[src/rtl/ct_lsu_dcache_info_writer_pkg.sv]
// Shared LSU definitions for the dcache tag/dirty info writer: FSM and
// request-kind encodings, dirty-array bit layout, tag/index address slices.
package ct_lsu_dcache_info_writer_pkg;

    typedef enum logic [1:0] {
        ST_IDLE  = 2'd0,
        ST_ARB   = 2'd1,
        ST_WRITE = 2'd2,
        ST_SWEEP = 2'd3
    } state_e;

    typedef enum logic [1:0] {
        KIND_REFILL = 2'd0,
        KIND_ST     = 2'd1,
        KIND_SWEEP  = 2'd2
    } req_kind_e;

    // Physical address and tag slice: tag is addr[39:14].
    localparam int DC_ADDR_W    = 40;
    localparam int DC_TAG_W     = 26;
    localparam int IDX_ADDR_LSB = 6;

    // Dirty array layout: {lru, way1 {d,s,v}, way0 {d,s,v}}.
    localparam int DIRTY_W       = 7;
    localparam int DIRTY_FLD_W   = 3;
    localparam int DIRTY_W0_LSB  = 0;
    localparam int DIRTY_W1_LSB  = 3;
    localparam int DIRTY_LRU_BIT = 6;

    localparam logic [DIRTY_FLD_W-1:0] DIRTY_FLD_ALL   = 3'b111;
    localparam logic [DIRTY_W-1:0]     DIRTY_SWEEP_WEN = 7'b0111111;

    // Index width for a given cache size: 8 bits for 32K, 9 bits for 64K.
    function automatic int dc_idx_w(input int size_kb);
        return (size_kb == 32) ? 8 : 9;
    endfunction

    localparam int DC_IDX_W_64K = dc_idx_w(64);

endpackage

[src/rtl/ct_lsu_dcache_info_writer_if.sv]
// Dcache tag/dirty array write bus. The writer is the master; the arrays
// and the dcache info snoopers attach as slaves.
interface ct_lsu_dcache_info_writer_if #(
    parameter int IDX_W = 9,
    parameter int TAG_W = 26
);
    logic [IDX_W-1:0]   dcache_idx;
    logic               dcache_tag_gwen;
    logic [1:0]         dcache_tag_wen;
    logic [2*TAG_W-1:0] dcache_tag_din;
    logic               dcache_dirty_gwen;
    logic [6:0]         dcache_dirty_wen;
    logic [6:0]         dcache_dirty_din;

    modport master (
        output dcache_idx, dcache_tag_gwen, dcache_tag_wen, dcache_tag_din,
               dcache_dirty_gwen, dcache_dirty_wen, dcache_dirty_din
    );

    modport slave (
        input  dcache_idx, dcache_tag_gwen, dcache_tag_wen, dcache_tag_din,
               dcache_dirty_gwen, dcache_dirty_wen, dcache_dirty_din
    );
endinterface

[src/rtl/ct_lsu_dcache_info_wr_fmt.sv]
// Combinational formatter: turns a latched request (kind, way, tag and a
// 3-bit {dirty,share,valid} field enable/value) into tag/dirty array vectors.
module ct_lsu_dcache_info_wr_fmt
    import ct_lsu_dcache_info_writer_pkg::*;
#(
    parameter int TAG_W = DC_TAG_W
) (
    input  req_kind_e                kind,
    input  logic                     way,
    input  logic [TAG_W-1:0]         tag,
    input  logic [DIRTY_FLD_W-1:0]   fld_wen,
    input  logic [DIRTY_FLD_W-1:0]   fld_din,
    output logic                     tag_gwen,
    output logic [1:0]               tag_wen,
    output logic [2*TAG_W-1:0]       tag_din,
    output logic                     dirty_gwen,
    output logic [DIRTY_W-1:0]       dirty_wen,
    output logic [DIRTY_W-1:0]       dirty_din
);

    // Build the write vectors; unused way slices and fields stay zero.
    always_comb begin
        tag_gwen   = 1'b0;
        tag_wen    = 2'b00;
        tag_din    = '0;
        dirty_gwen = 1'b0;
        dirty_wen  = '0;
        dirty_din  = '0;

        case (kind)
            KIND_REFILL: begin
                tag_gwen     = 1'b1;
                tag_wen[way] = 1'b1;
                if (way) begin
                    tag_din[TAG_W +: TAG_W] = tag;
                end else begin
                    tag_din[0 +: TAG_W] = tag;
                end
                dirty_gwen               = 1'b1;
                // LRU points at the way that was not just filled.
                dirty_wen[DIRTY_LRU_BIT] = 1'b1;
                dirty_din[DIRTY_LRU_BIT] = ~way;
            end
            KIND_ST: begin
                dirty_gwen = 1'b1;
            end
            KIND_SWEEP: begin
                dirty_gwen = 1'b1;
                dirty_wen  = DIRTY_SWEEP_WEN;
            end
            default: begin
            end
        endcase

        // Refill and state change both place the 3-bit field in the way slice.
        if (kind == KIND_REFILL || kind == KIND_ST) begin
            if (way) begin
                dirty_wen[DIRTY_W1_LSB +: DIRTY_FLD_W] = fld_wen;
                dirty_din[DIRTY_W1_LSB +: DIRTY_FLD_W] = fld_din;
            end else begin
                dirty_wen[DIRTY_W0_LSB +: DIRTY_FLD_W] = fld_wen;
                dirty_din[DIRTY_W0_LSB +: DIRTY_FLD_W] = fld_din;
            end
        end
    end

endmodule

[src/rtl/ct_lsu_dcache_info_writer.sv]
// Dcache tag/dirty info writer: serialises refill, state-change and
// invalidate-all sweep writes onto the array write bus via the array arbiter.
//
// Handshakes: refill_req_rdy / st_req_rdy are combinational on the matching
// vld and only high in IDLE with no sweep pending; a request transfers in a
// cycle where vld && rdy. arb_req is held until arb_grnt; each grant cycle
// produces exactly one registered write pulse in the following cycle.
module ct_lsu_dcache_info_writer
    import ct_lsu_dcache_info_writer_pkg::*;
#(
    parameter int IDX_W = DC_IDX_W_64K,
    parameter int TAG_W = DC_TAG_W
) (
    input  logic                  forever_cpuclk,
    input  logic                  cpurst_b,
    input  logic                  refill_req_vld,
    input  logic [DC_ADDR_W-1:0]  refill_req_addr,
    input  logic                  refill_req_way,
    input  logic                  refill_req_dirty,
    input  logic                  refill_req_share,
    output logic                  refill_req_rdy,
    input  logic                  st_req_vld,
    input  logic [IDX_W-1:0]      st_req_idx,
    input  logic                  st_req_way,
    input  logic [2:0]            st_req_wen,
    input  logic [2:0]            st_req_din,
    output logic                  st_req_rdy,
    input  logic                  inv_all_req,
    output logic                  inv_all_done,
    output logic                  arb_req,
    input  logic                  arb_grnt,
    output logic                  busy,
    output logic [1:0]            dbg_state,
    ct_lsu_dcache_info_writer_if.master dc_if
);

    state_e                 state_q, state_d;
    logic [IDX_W-1:0]       cnt_q, cnt_d;
    logic                   pend_q, pend_d;

    req_kind_e              lat_kind_q, lat_kind_d;
    logic                   lat_way_q, lat_way_d;
    logic [TAG_W-1:0]       lat_tag_q, lat_tag_d;
    logic [IDX_W-1:0]       lat_idx_q, lat_idx_d;
    logic [2:0]             lat_wen_q, lat_wen_d;
    logic [2:0]             lat_din_q, lat_din_d;

    logic [IDX_W-1:0]       idx_q, idx_d;
    logic                   tag_gwen_q, tag_gwen_d;
    logic [1:0]             tag_wen_q, tag_wen_d;
    logic [2*TAG_W-1:0]     tag_din_q, tag_din_d;
    logic                   dirty_gwen_q, dirty_gwen_d;
    logic [DIRTY_W-1:0]     dirty_wen_q, dirty_wen_d;
    logic [DIRTY_W-1:0]     dirty_din_q, dirty_din_d;
    logic                   done_q, done_d;

    req_kind_e              fmt_kind;
    logic                   fmt_tag_gwen;
    logic [1:0]             fmt_tag_wen;
    logic [2*TAG_W-1:0]     fmt_tag_din;
    logic                   fmt_dirty_gwen;
    logic [DIRTY_W-1:0]     fmt_dirty_wen;
    logic [DIRTY_W-1:0]     fmt_dirty_din;

    // Line-offset bits of the refill address play no part in the write.
    logic                   unused_addr_bits;
    assign unused_addr_bits = ^refill_req_addr[IDX_ADDR_LSB-1:0];

    // In a sweep the formatter produces the invalidate pattern.
    assign fmt_kind = (state_q == ST_SWEEP) ? KIND_SWEEP : lat_kind_q;

    ct_lsu_dcache_info_wr_fmt #(
        .TAG_W (TAG_W)
    ) u_fmt (
        .kind       (fmt_kind),
        .way        (lat_way_q),
        .tag        (lat_tag_q),
        .fld_wen    (lat_wen_q),
        .fld_din    (lat_din_q),
        .tag_gwen   (fmt_tag_gwen),
        .tag_wen    (fmt_tag_wen),
        .tag_din    (fmt_tag_din),
        .dirty_gwen (fmt_dirty_gwen),
        .dirty_wen  (fmt_dirty_wen),
        .dirty_din  (fmt_dirty_din)
    );

    // Next-state, request acceptance, arbiter request and write-pulse values.
    always_comb begin
        state_d        = state_q;
        cnt_d          = cnt_q;
        pend_d         = pend_q | inv_all_req;
        lat_kind_d     = lat_kind_q;
        lat_way_d      = lat_way_q;
        lat_tag_d      = lat_tag_q;
        lat_idx_d      = lat_idx_q;
        lat_wen_d      = lat_wen_q;
        lat_din_d      = lat_din_q;
        idx_d          = idx_q;
        tag_gwen_d     = 1'b0;
        tag_wen_d      = 2'b00;
        tag_din_d      = '0;
        dirty_gwen_d   = 1'b0;
        dirty_wen_d    = '0;
        dirty_din_d    = '0;
        done_d         = 1'b0;
        refill_req_rdy = 1'b0;
        st_req_rdy     = 1'b0;
        arb_req        = 1'b0;

        case (state_q)
            ST_IDLE: begin
                if (pend_q) begin
                    // The flag is consumed here so a request arriving during
                    // the sweep re-arms it for one further full sweep.
                    state_d = ST_SWEEP;
                    pend_d  = inv_all_req;
                end else if (refill_req_vld) begin
                    refill_req_rdy = 1'b1;
                    lat_kind_d     = KIND_REFILL;
                    lat_way_d      = refill_req_way;
                    lat_tag_d      = refill_req_addr[DC_ADDR_W-1 -: TAG_W];
                    lat_idx_d      = refill_req_addr[IDX_ADDR_LSB +: IDX_W];
                    lat_wen_d      = DIRTY_FLD_ALL;
                    lat_din_d      = {refill_req_dirty, refill_req_share, 1'b1};
                    state_d        = ST_ARB;
                end else if (st_req_vld) begin
                    st_req_rdy = 1'b1;
                    lat_kind_d = KIND_ST;
                    lat_way_d  = st_req_way;
                    lat_tag_d  = '0;
                    lat_idx_d  = st_req_idx;
                    lat_wen_d  = st_req_wen;
                    lat_din_d  = st_req_din;
                    state_d    = ST_ARB;
                end
            end
            ST_ARB: begin
                arb_req = 1'b1;
                if (arb_grnt) begin
                    idx_d        = lat_idx_q;
                    tag_gwen_d   = fmt_tag_gwen;
                    tag_wen_d    = fmt_tag_wen;
                    tag_din_d    = fmt_tag_din;
                    dirty_gwen_d = fmt_dirty_gwen;
                    dirty_wen_d  = fmt_dirty_wen;
                    dirty_din_d  = fmt_dirty_din;
                    state_d      = ST_WRITE;
                end
            end
            ST_WRITE: begin
                state_d = ST_IDLE;
            end
            ST_SWEEP: begin
                arb_req = 1'b1;
                if (arb_grnt) begin
                    idx_d        = cnt_q;
                    tag_gwen_d   = fmt_tag_gwen;
                    tag_wen_d    = fmt_tag_wen;
                    tag_din_d    = fmt_tag_din;
                    dirty_gwen_d = fmt_dirty_gwen;
                    dirty_wen_d  = fmt_dirty_wen;
                    dirty_din_d  = fmt_dirty_din;
                    cnt_d        = cnt_q + 1'b1;
                    if (cnt_q == {IDX_W{1'b1}}) begin
                        done_d  = 1'b1;
                        state_d = ST_IDLE;
                    end
                end
            end
            default: begin
                state_d = ST_IDLE;
            end
        endcase
    end

    // State, latched request and registered array outputs.
    always_ff @(posedge forever_cpuclk or negedge cpurst_b) begin
        if (!cpurst_b) begin
            state_q      <= ST_IDLE;
            cnt_q        <= '0;
            pend_q       <= 1'b0;
            lat_kind_q   <= KIND_REFILL;
            lat_way_q    <= 1'b0;
            lat_tag_q    <= '0;
            lat_idx_q    <= '0;
            lat_wen_q    <= '0;
            lat_din_q    <= '0;
            idx_q        <= '0;
            tag_gwen_q   <= 1'b0;
            tag_wen_q    <= 2'b00;
            tag_din_q    <= '0;
            dirty_gwen_q <= 1'b0;
            dirty_wen_q  <= '0;
            dirty_din_q  <= '0;
            done_q       <= 1'b0;
        end else begin
            state_q      <= state_d;
            cnt_q        <= cnt_d;
            pend_q       <= pend_d;
            lat_kind_q   <= lat_kind_d;
            lat_way_q    <= lat_way_d;
            lat_tag_q    <= lat_tag_d;
            lat_idx_q    <= lat_idx_d;
            lat_wen_q    <= lat_wen_d;
            lat_din_q    <= lat_din_d;
            idx_q        <= idx_d;
            tag_gwen_q   <= tag_gwen_d;
            tag_wen_q    <= tag_wen_d;
            tag_din_q    <= tag_din_d;
            dirty_gwen_q <= dirty_gwen_d;
            dirty_wen_q  <= dirty_wen_d;
            dirty_din_q  <= dirty_din_d;
            done_q       <= done_d;
        end
    end

    assign dc_if.dcache_idx        = idx_q;
    assign dc_if.dcache_tag_gwen   = tag_gwen_q;
    assign dc_if.dcache_tag_wen    = tag_wen_q;
    assign dc_if.dcache_tag_din    = tag_din_q;
    assign dc_if.dcache_dirty_gwen = dirty_gwen_q;
    assign dc_if.dcache_dirty_wen  = dirty_wen_q;
    assign dc_if.dcache_dirty_din  = dirty_din_q;

    assign inv_all_done = done_q;
    assign busy         = (state_q != ST_IDLE) | pend_q;
    assign dbg_state    = state_q;

endmodule

[src/flat_wrapper.sv]
// flat-port wrapper written by rule: the top's interface ports become plain ports
module ct_lsu_dcache_info_writer_flat import ct_lsu_dcache_info_writer_pkg::*;
#(
    parameter int IDX_W = DC_IDX_W_64K,
    parameter int TAG_W = DC_TAG_W
)
  (forever_cpuclk, cpurst_b, refill_req_vld, refill_req_addr, refill_req_way, refill_req_dirty, refill_req_share, refill_req_rdy, st_req_vld, st_req_idx, st_req_way, st_req_wen, st_req_din, st_req_rdy, inv_all_req, inv_all_done, arb_req, arb_grnt, busy, dbg_state, dc_if_dcache_idx, dc_if_dcache_tag_gwen, dc_if_dcache_tag_wen, dc_if_dcache_tag_din, dc_if_dcache_dirty_gwen, dc_if_dcache_dirty_wen, dc_if_dcache_dirty_din);
  ct_lsu_dcache_info_writer_if #(.IDX_W(IDX_W), .TAG_W(TAG_W)) dc_if_i ();
  input  logic forever_cpuclk;
  input  logic cpurst_b;
  input  logic refill_req_vld;
  input  logic [DC_ADDR_W-1:0] refill_req_addr;
  input  logic refill_req_way;
  input  logic refill_req_dirty;
  input  logic refill_req_share;
  output logic refill_req_rdy;
  input  logic st_req_vld;
  input  logic [IDX_W-1:0] st_req_idx;
  input  logic st_req_way;
  input  logic [2:0] st_req_wen;
  input  logic [2:0] st_req_din;
  output logic st_req_rdy;
  input  logic inv_all_req;
  output logic inv_all_done;
  output logic arb_req;
  input  logic arb_grnt;
  output logic busy;
  output logic [1:0] dbg_state;
  output wire logic [$bits(dc_if_i.dcache_idx)-1:0] dc_if_dcache_idx;
  output wire logic [$bits(dc_if_i.dcache_tag_gwen)-1:0] dc_if_dcache_tag_gwen;
  output wire logic [$bits(dc_if_i.dcache_tag_wen)-1:0] dc_if_dcache_tag_wen;
  output wire logic [$bits(dc_if_i.dcache_tag_din)-1:0] dc_if_dcache_tag_din;
  output wire logic [$bits(dc_if_i.dcache_dirty_gwen)-1:0] dc_if_dcache_dirty_gwen;
  output wire logic [$bits(dc_if_i.dcache_dirty_wen)-1:0] dc_if_dcache_dirty_wen;
  output wire logic [$bits(dc_if_i.dcache_dirty_din)-1:0] dc_if_dcache_dirty_din;
  assign dc_if_dcache_idx = dc_if_i.dcache_idx;
  assign dc_if_dcache_tag_gwen = dc_if_i.dcache_tag_gwen;
  assign dc_if_dcache_tag_wen = dc_if_i.dcache_tag_wen;
  assign dc_if_dcache_tag_din = dc_if_i.dcache_tag_din;
  assign dc_if_dcache_dirty_gwen = dc_if_i.dcache_dirty_gwen;
  assign dc_if_dcache_dirty_wen = dc_if_i.dcache_dirty_wen;
  assign dc_if_dcache_dirty_din = dc_if_i.dcache_dirty_din;
  ct_lsu_dcache_info_writer #(.IDX_W(IDX_W), .TAG_W(TAG_W)) u_core (.forever_cpuclk(forever_cpuclk), .cpurst_b(cpurst_b), .refill_req_vld(refill_req_vld), .refill_req_addr(refill_req_addr), .refill_req_way(refill_req_way), .refill_req_dirty(refill_req_dirty), .refill_req_share(refill_req_share), .refill_req_rdy(refill_req_rdy), .st_req_vld(st_req_vld), .st_req_idx(st_req_idx), .st_req_way(st_req_way), .st_req_wen(st_req_wen), .st_req_din(st_req_din), .st_req_rdy(st_req_rdy), .inv_all_req(inv_all_req), .inv_all_done(inv_all_done), .arb_req(arb_req), .arb_grnt(arb_grnt), .busy(busy), .dbg_state(dbg_state), .dc_if(dc_if_i));
endmodule
[config.mk]
export PLATFORM = sky130hd
export DESIGN_NAME = ct_lsu_dcache_info_writer_flat
export DESIGN_NICKNAME = d
export VERILOG_FILES = /design/src/rtl/ct_lsu_dcache_info_writer_pkg.sv /design/src/rtl/ct_lsu_dcache_info_writer_if.sv /design/src/rtl/ct_lsu_dcache_info_wr_fmt.sv /design/src/rtl/ct_lsu_dcache_info_writer.sv /design/src/flat_wrapper.sv
export SDC_FILE = /design/constraint.sdc
export NUM_CORES = 1
export LEC_CHECK = 0
export ABC_AREA = 1
export BUFFER_PORTS_ARGS = -buffer_cell sky130_fd_sc_hd__buf_2
export CORE_MARGIN = 2
export CORE_UTILIZATION = 51
export DETAILED_ROUTE_END_ITERATION = 8
export PLACE_DENSITY_LB_ADDON = 0.25
export SLEW_MARGIN = 40
export SYNTH_ARGS = -nofsm -noshare
export SYNTH_HDL_FRONTEND = slang
export SYNTH_SLANG_ARGS = --single-unit
[constraint.sdc]
create_clock -name forever_cpuclk -period 2.2 [get_ports forever_cpuclk]
set_clock_uncertainty 0.1 [all_clocks]
set_input_delay 0.22 -clock forever_cpuclk [delete_from_list [all_inputs] [get_ports forever_cpuclk]]
set_output_delay 0.22 -clock forever_cpuclk [all_outputs]
set_load 0.005 [all_outputs]
# After elaboration in Yosys (flattened, before gate mapping)
# Cells that the tools add are included.
[word_totals] ff_bits=136 in_bits=65 output_inout_bits=86 word_cells=110
[op_classes] addsub=1 n_lt_le_gt_ge=2 n_eq_ne=10 mux=63 n_bitwise=4 reduce_logical=13
[op_table] operator="$mux 52" count=3
[op_table] operator="$mux 26" count=4
[op_table] operator="$mux 9" count=4
[op_table] operator="$mux 7" count=4
[op_table] operator="$mux 3" count=8
[op_table] operator="$mux 1" count=23
[op_table] operator="$mux 2" count=11
[op_table] operator="$mux 6" count=3
[op_table] operator="$pmux 9 s2" count=1
[op_table] operator="$add 9x1->9 const B" count=1
[op_table] operator="$eq 9x9->1 const B" count=1
[op_table] operator="$pmux 2 s4" count=1
[op_table] operator="$eq 2x2->1 const B" count=3
[op_table] operator="$ne 2x2->1 const B" count=3
[op_table] operator="$reduce_and 3->1" count=2
[op_table] operator="$reduce_bool 2->1" count=3
[op_table] operator="$eq 2x1->1 const B" count=2
[op_table] operator="$logic_not 2->1" count=2
[op_table] operator="$ne 4x3->1 const B" count=1
[op_table] operator="$reduce_and 4->1" count=1
[op_table] operator="$reduce_or 3->1" count=1
[op_table] operator="$lt 1x2->1 const B" count=1
[op_table] operator="$not 1->1" count=2
[op_table] operator="$or 1x1->1" count=2
[op_table] operator="6 further kinds" count=6

# Depth between registers and ports, before layout
[depth] depth_word=8 depth_mapped=8 ltp_nobuf=7

# By module
# Synthesis repeated with hierarchy kept, for this count alone.
[hier_totals] hier_cells=722 area_unflattened_um2=5962.0
[by_module_without_submodules] mod="ct_lsu_dcache_info_writer" n_inst=1 cells_per_inst=572 area_per_inst_um2=5273.8 seq_area_each_um2=3378.2
[by_module_without_submodules] mod="ct_lsu_dcache_info_wr_fmt" n_inst=1 cells_per_inst=150 area_per_inst_um2=688.2 seq_area_each_um2=0.0

# Worst setup path after synthesis
# No wires, ideal clock.
[synth_path] path_type="reg2reg" startpoint="reg u_core.cnt_q[0]" endpoint="reg u_core.state_q[1], in the netlist u_core.dbg_state[1]" t_arrival_ps=1304 t_required_ps=1966 slack_ps=662 stages_incl_launch_ff=8 synth_period_minus_slack_ps=1538 path_cell_list="dfrtp_1 ha_1 nand3_1 nor4_1 ha_1 inv_1 o21ai_0 o21ai_0"
[synth_via] elab_chain_cells=3
[synth_rtl] element="from (decl)" line="ct_lsu_dcache_info_writer.sv:38" text="logic [IDX_W-1:0] cnt_q, cnt_d;"
[synth_rtl] element="from (signal assigned)" line="ct_lsu_dcache_info_writer.sv:199" text="cnt_q <= cnt_d;"
[synth_rtl] element="$eq 9x9->1" line="ct_lsu_dcache_info_writer.sv:165" text="if (cnt_q == {IDX_W{1'b1}}) begin"
[synth_rtl] element="$ne 2x2->1 (no source line)"
[synth_rtl] element="$reduce_and 4->1 (no source line)"
[synth_rtl] element="to (signal assigned)" line="ct_lsu_dcache_info_writer.sv:198" text="state_q <= state_d;"
[synth_rtl] element="to (decl)" line="ct_lsu_dcache_info_writer.sv:37" text="state_e state_q, state_d;"
# Every way passes these cells.
# A chain may end at the register's enable or synchronous reset.

# Worst setup path in the final report
[layout_path] startpoint="reg u_core.state_q[0], in the netlist u_core.dbg_state[0]" endpoint="out refill_req_rdy"
[layout_via] elab_chain_cells=2
[layout_rtl] element="$logic_not 2->1" line="ct_lsu_dcache_info_writer.sv:111" text="case (state_q)"
[layout_rtl] element="$mux 1" line="ct_lsu_dcache_info_writer.sv:111"
[layout_rtl] element="to (decl)" line="flat_wrapper.sv:16" text="output logic refill_req_rdy;"
# Every way passes these cells.

==> impl_metrics.py <==
metrics = {
    "outcome": {
        "outcome": "complete, no violations",
    },
    "die": {
        "rows": 36,
        "initial_utilization_pct": 51.7,
        "core_area_um2": 9640,
        "die_h_um": 103,
        "die_width_um": 103,
        "die_area_um2": 10600,
        "io_pins": 151,
    },
    "logic_synthesis": {
        "synth_cells": 504,
        "synth_area_um2": 4980,
        "synth_top_area_share_pct": 66.8,
        "ys_warn_count": 0,
        "yosys-top-cells-area": "dfrtp_1 67%, nand2_1 9.9%, nor2_1 5.0%, o21ai_0 3.8%, inv_1 3.5%",
        "ys_seq_elements": 133,
        "synth_nets": 571,
        "yosysSeqAreaShare_pct": 66.8,
        "synth_cell_type_count": 27,
        "synth_area_per_cell_um2": 9.88,
        "synth_area_leader_cell": "dfrtp_1",
    },
    "clock_network": {
        "cts_buffer_depth": 2,
        "clock-sinks": 133,
        "cts_tree": "built",
        "htreeDepth": 4,
        "cts_root_buffer": "clkbuf_8",
        "insertion_delay_ns": 0.50,
        "cts.clk_slew.worst_paths_ns": 0.06,
        "numCtsBuffers": 17,
    },
    "timing": {
        "tightest_slew_ns": 0.671,
        "rsz0062_at_grt": "no",
        "max_freq_ghz": 0.494,
        "final.period_utilization_pct": 92.0,
        "layout_min_cycle_time_ns": 2.02,
        "fin_ws_ns": 0.176,
        "setup_viol": 0,
        "slew_headroom_pct": 55.2,
        "slew_violations": 0,
        "setup_tns_ns": 0,
        "hold_viol_final": 0,
    },
    "finish": {
        "diodes": 0,
        "area_growth_syn_to_layout_pct": 40.7,
        "final_nets": 778,
        "drive_gt1_share_pct": 27.5,
    },
    "routing": {
        "drtPass1Iterations": 4,
        "drt-wirelength-per-cell_um": 14.0,
        "via_per_inst": 4.84,
        "ant_nets": 0,
        "drc": 0,
        "dr_total_vias": 4144,
        "drtIter0Drc": 132,
        "routed_wl_um": 12000,
    },
    "power": {
        "peakVddDrop_uv": 643,
        "power.density_nw_per_um2": 1140,
        "combPwrFrac_pct": 21.8,
        "p_total_mw": 8.00,
        "swShare_pct": 30.9,
        "p_int_mw": 5.53,
        "p_clk_share_pct": 35.2,
        "p_switching_mw": 2.47,
        "pwr-share-seq_pct": 43.0,
        "p_leak_nw": 3.82,
    },
    "placed_design": {
        "gp_congestion": 0.830,
        "place_ws_ns": 0.422,
        "place_hpwl_um": 7300,
        "io_buffers": 144,
    },
    "setup_path": {
        "r2r_end": "u_core.lat_tag_q[18]",
        "critical_path.endpoint_type": "primary output",
        "reg2reg_depth": 4,
        "path_class": "reg2out",
        "rrSetupSlack_ns": 0.40,
        "cp_data_required_time_ns": 1.88,
        "critical_path_peak_fanout": 14,
        "regToRegStartpoint": "u_core.dbg_state[0]",
        "start_kind": "register",
        "arrival_ns": 1.70,
    },
    "grt": {
        "overflow": 0,
        "grt_pass1_vias": 4160,
        "track_usage_pct": 24.2,
        "grt_pass1_wl_um": 19200,
        "antenna_found_initial": 0,
        "grt_max_degree": 56,
    },
    "hold_path": {
        "hp-class": "in2async",
    },
    "job": {
        "maxCapViolCount": 0,
    },
}
## what timing repair did
action,4_1_cts,5_1_grt
hold buffers,57,0
hold endpoints to repair,180,0
gates resized for setup,2,2
endpoints found under the setup margin,1,1
setup buffers,0,0
cloned,0,1
## power by group through the flow
stage | clock network, mW | logic, mW | registers [mW]
2_1_floorplan | 0 | 1.04 | 3.42
3_3_place_gp | 0 | 1.59 | 3.45
3_5_place_dp | 0 | 1.63 | 3.48
4_1_cts | 2.86 | 1.75 | 3.44
5_1_grt | 2.98 | 2.00 | 3.52
6_report | 2.81 | 1.75 | 3.45
## worst max path at each step
stage / depth (start not counted) / endpoint / start
global placement: 4 / refill_req_rdy / u_core.dbg_state[0]
floorplan: 7 / u_core.dbg_state[1] / u_core.cnt_q[0]
finish: 4 / refill_req_rdy / u_core.dbg_state[0]
global route: 4 / refill_req_rdy / u_core.dbg_state[0]
detailed placement: 4 / refill_req_rdy / u_core.dbg_state[0]
CTS: 4 / refill_req_rdy / u_core.dbg_state[0]
## final cells by class
class	instances	area, µm²
sequential	133	3330
fill	705	2630
timing repair buffer	208	1370
multi-input combinational	297	1330
clock buffer	19	432
inverter	53	204
clock inverter	13	171
tap	133	166
timing repair inverter	1	5.00
## layer usage
layer	global-route usage, %	vias up	wire length, µm
met5	0	-	0
met4	6.38	0	105
met3	6.78	10	779
met2	43.2	150	6260
met1	29.0	2019	4880
li1	-	1965	-
## cells by family after synthesis
family,count (synthesis),synth area share [%]
fa+ha+maj,2,0.502
simple gates,227,18.9
buf+inv,74,6.58
flops,133,66.8
compound gates,64,6.48
xor+xnor,4,0.703
## registers in the layout, summed over array words and instances, names as in the netlist, 2 cells and up
register / flops
u_core.cnt_q: 9
u_core.dbg_state: 2
u_core.dc_if.dcache_dirty_din: 6
u_core.dc_if.dcache_dirty_wen: 7
u_core.dc_if.dcache_idx: 9
u_core.dc_if.dcache_tag_din: 52
u_core.dc_if.dcache_tag_wen: 2
u_core.lat_din_q: 3
u_core.lat_idx_q: 9
u_core.lat_tag_q: 26
u_core.lat_wen_q: 3
## cells in the mapped netlist (all sizes together)
library cell / n
dfrtp: 133
nor2: 73
o21ai: 40
nor4: 1
xnor2: 2
o21bai: 1
ha: 2
inv: 52
buf: 14
nand3: 12
nand2: 133
xor2: 2
nor3: 8
clkinv: 1
clkbuf: 7
a21oi: 23
## placed cells by master, fill, tap and decap left out, types with 2 or more instances in the layout
| master | n |
|---|---|
| buf_2 | 143 |
| dfrtp_1 | 133 |
| nand2_1 | 131 |
| nor2_1 | 67 |
| dlygate4sd3_1 | 57 |
| inv_1 | 47 |
| o21ai_0 | 38 |
| a21oi_1 | 23 |
| clkbuf_16 | 16 |
| nand3_1 | 9 |
| nor3_1 | 8 |
| buf_4 | 6 |
| clkinv_4 | 5 |
| inv_2 | 4 |
| nor2_4 | 4 |
| inv_6 | 3 |
| bufinv_16 | 3 |
| nor2_2 | 2 |
| nand3_2 | 2 |
| xor2_1 | 2 |
| xnor2_1 | 2 |
| o21ai_1 | 2 |
| ha_1 | 2 |
| clkbuf_8 | 2 |
| clkinv_2 | 2 |
| clkinvlp_4 | 2 |
| buf_12 | 2 |
## stage by stage
step / utilization (%) / cell area [µm²] / std cells / hold WS (ns)
after global routing: 72.7 / 7010 / 857 / 0.0975
after CTS: 72.6 / 7000 / 856 / 0.0709
after floorplan: - / 4980 / 504 / -0.176
after global placement: 60.4 / 5820 / 767 / 0.0759
final: 72.7 / 7010 / 857 / 0.0898
after detailed placement: 60.4 / 5820 / 767 / 0.0798
## critical path, cell delays in order (launching register included)
cell      delay (ns)
dfrtp_1         0.51
nor2_4          0.23
nand3_2         0.16
clkinv_4        0.17
buf_2           0.14
(Power assumes the default switching activity.)
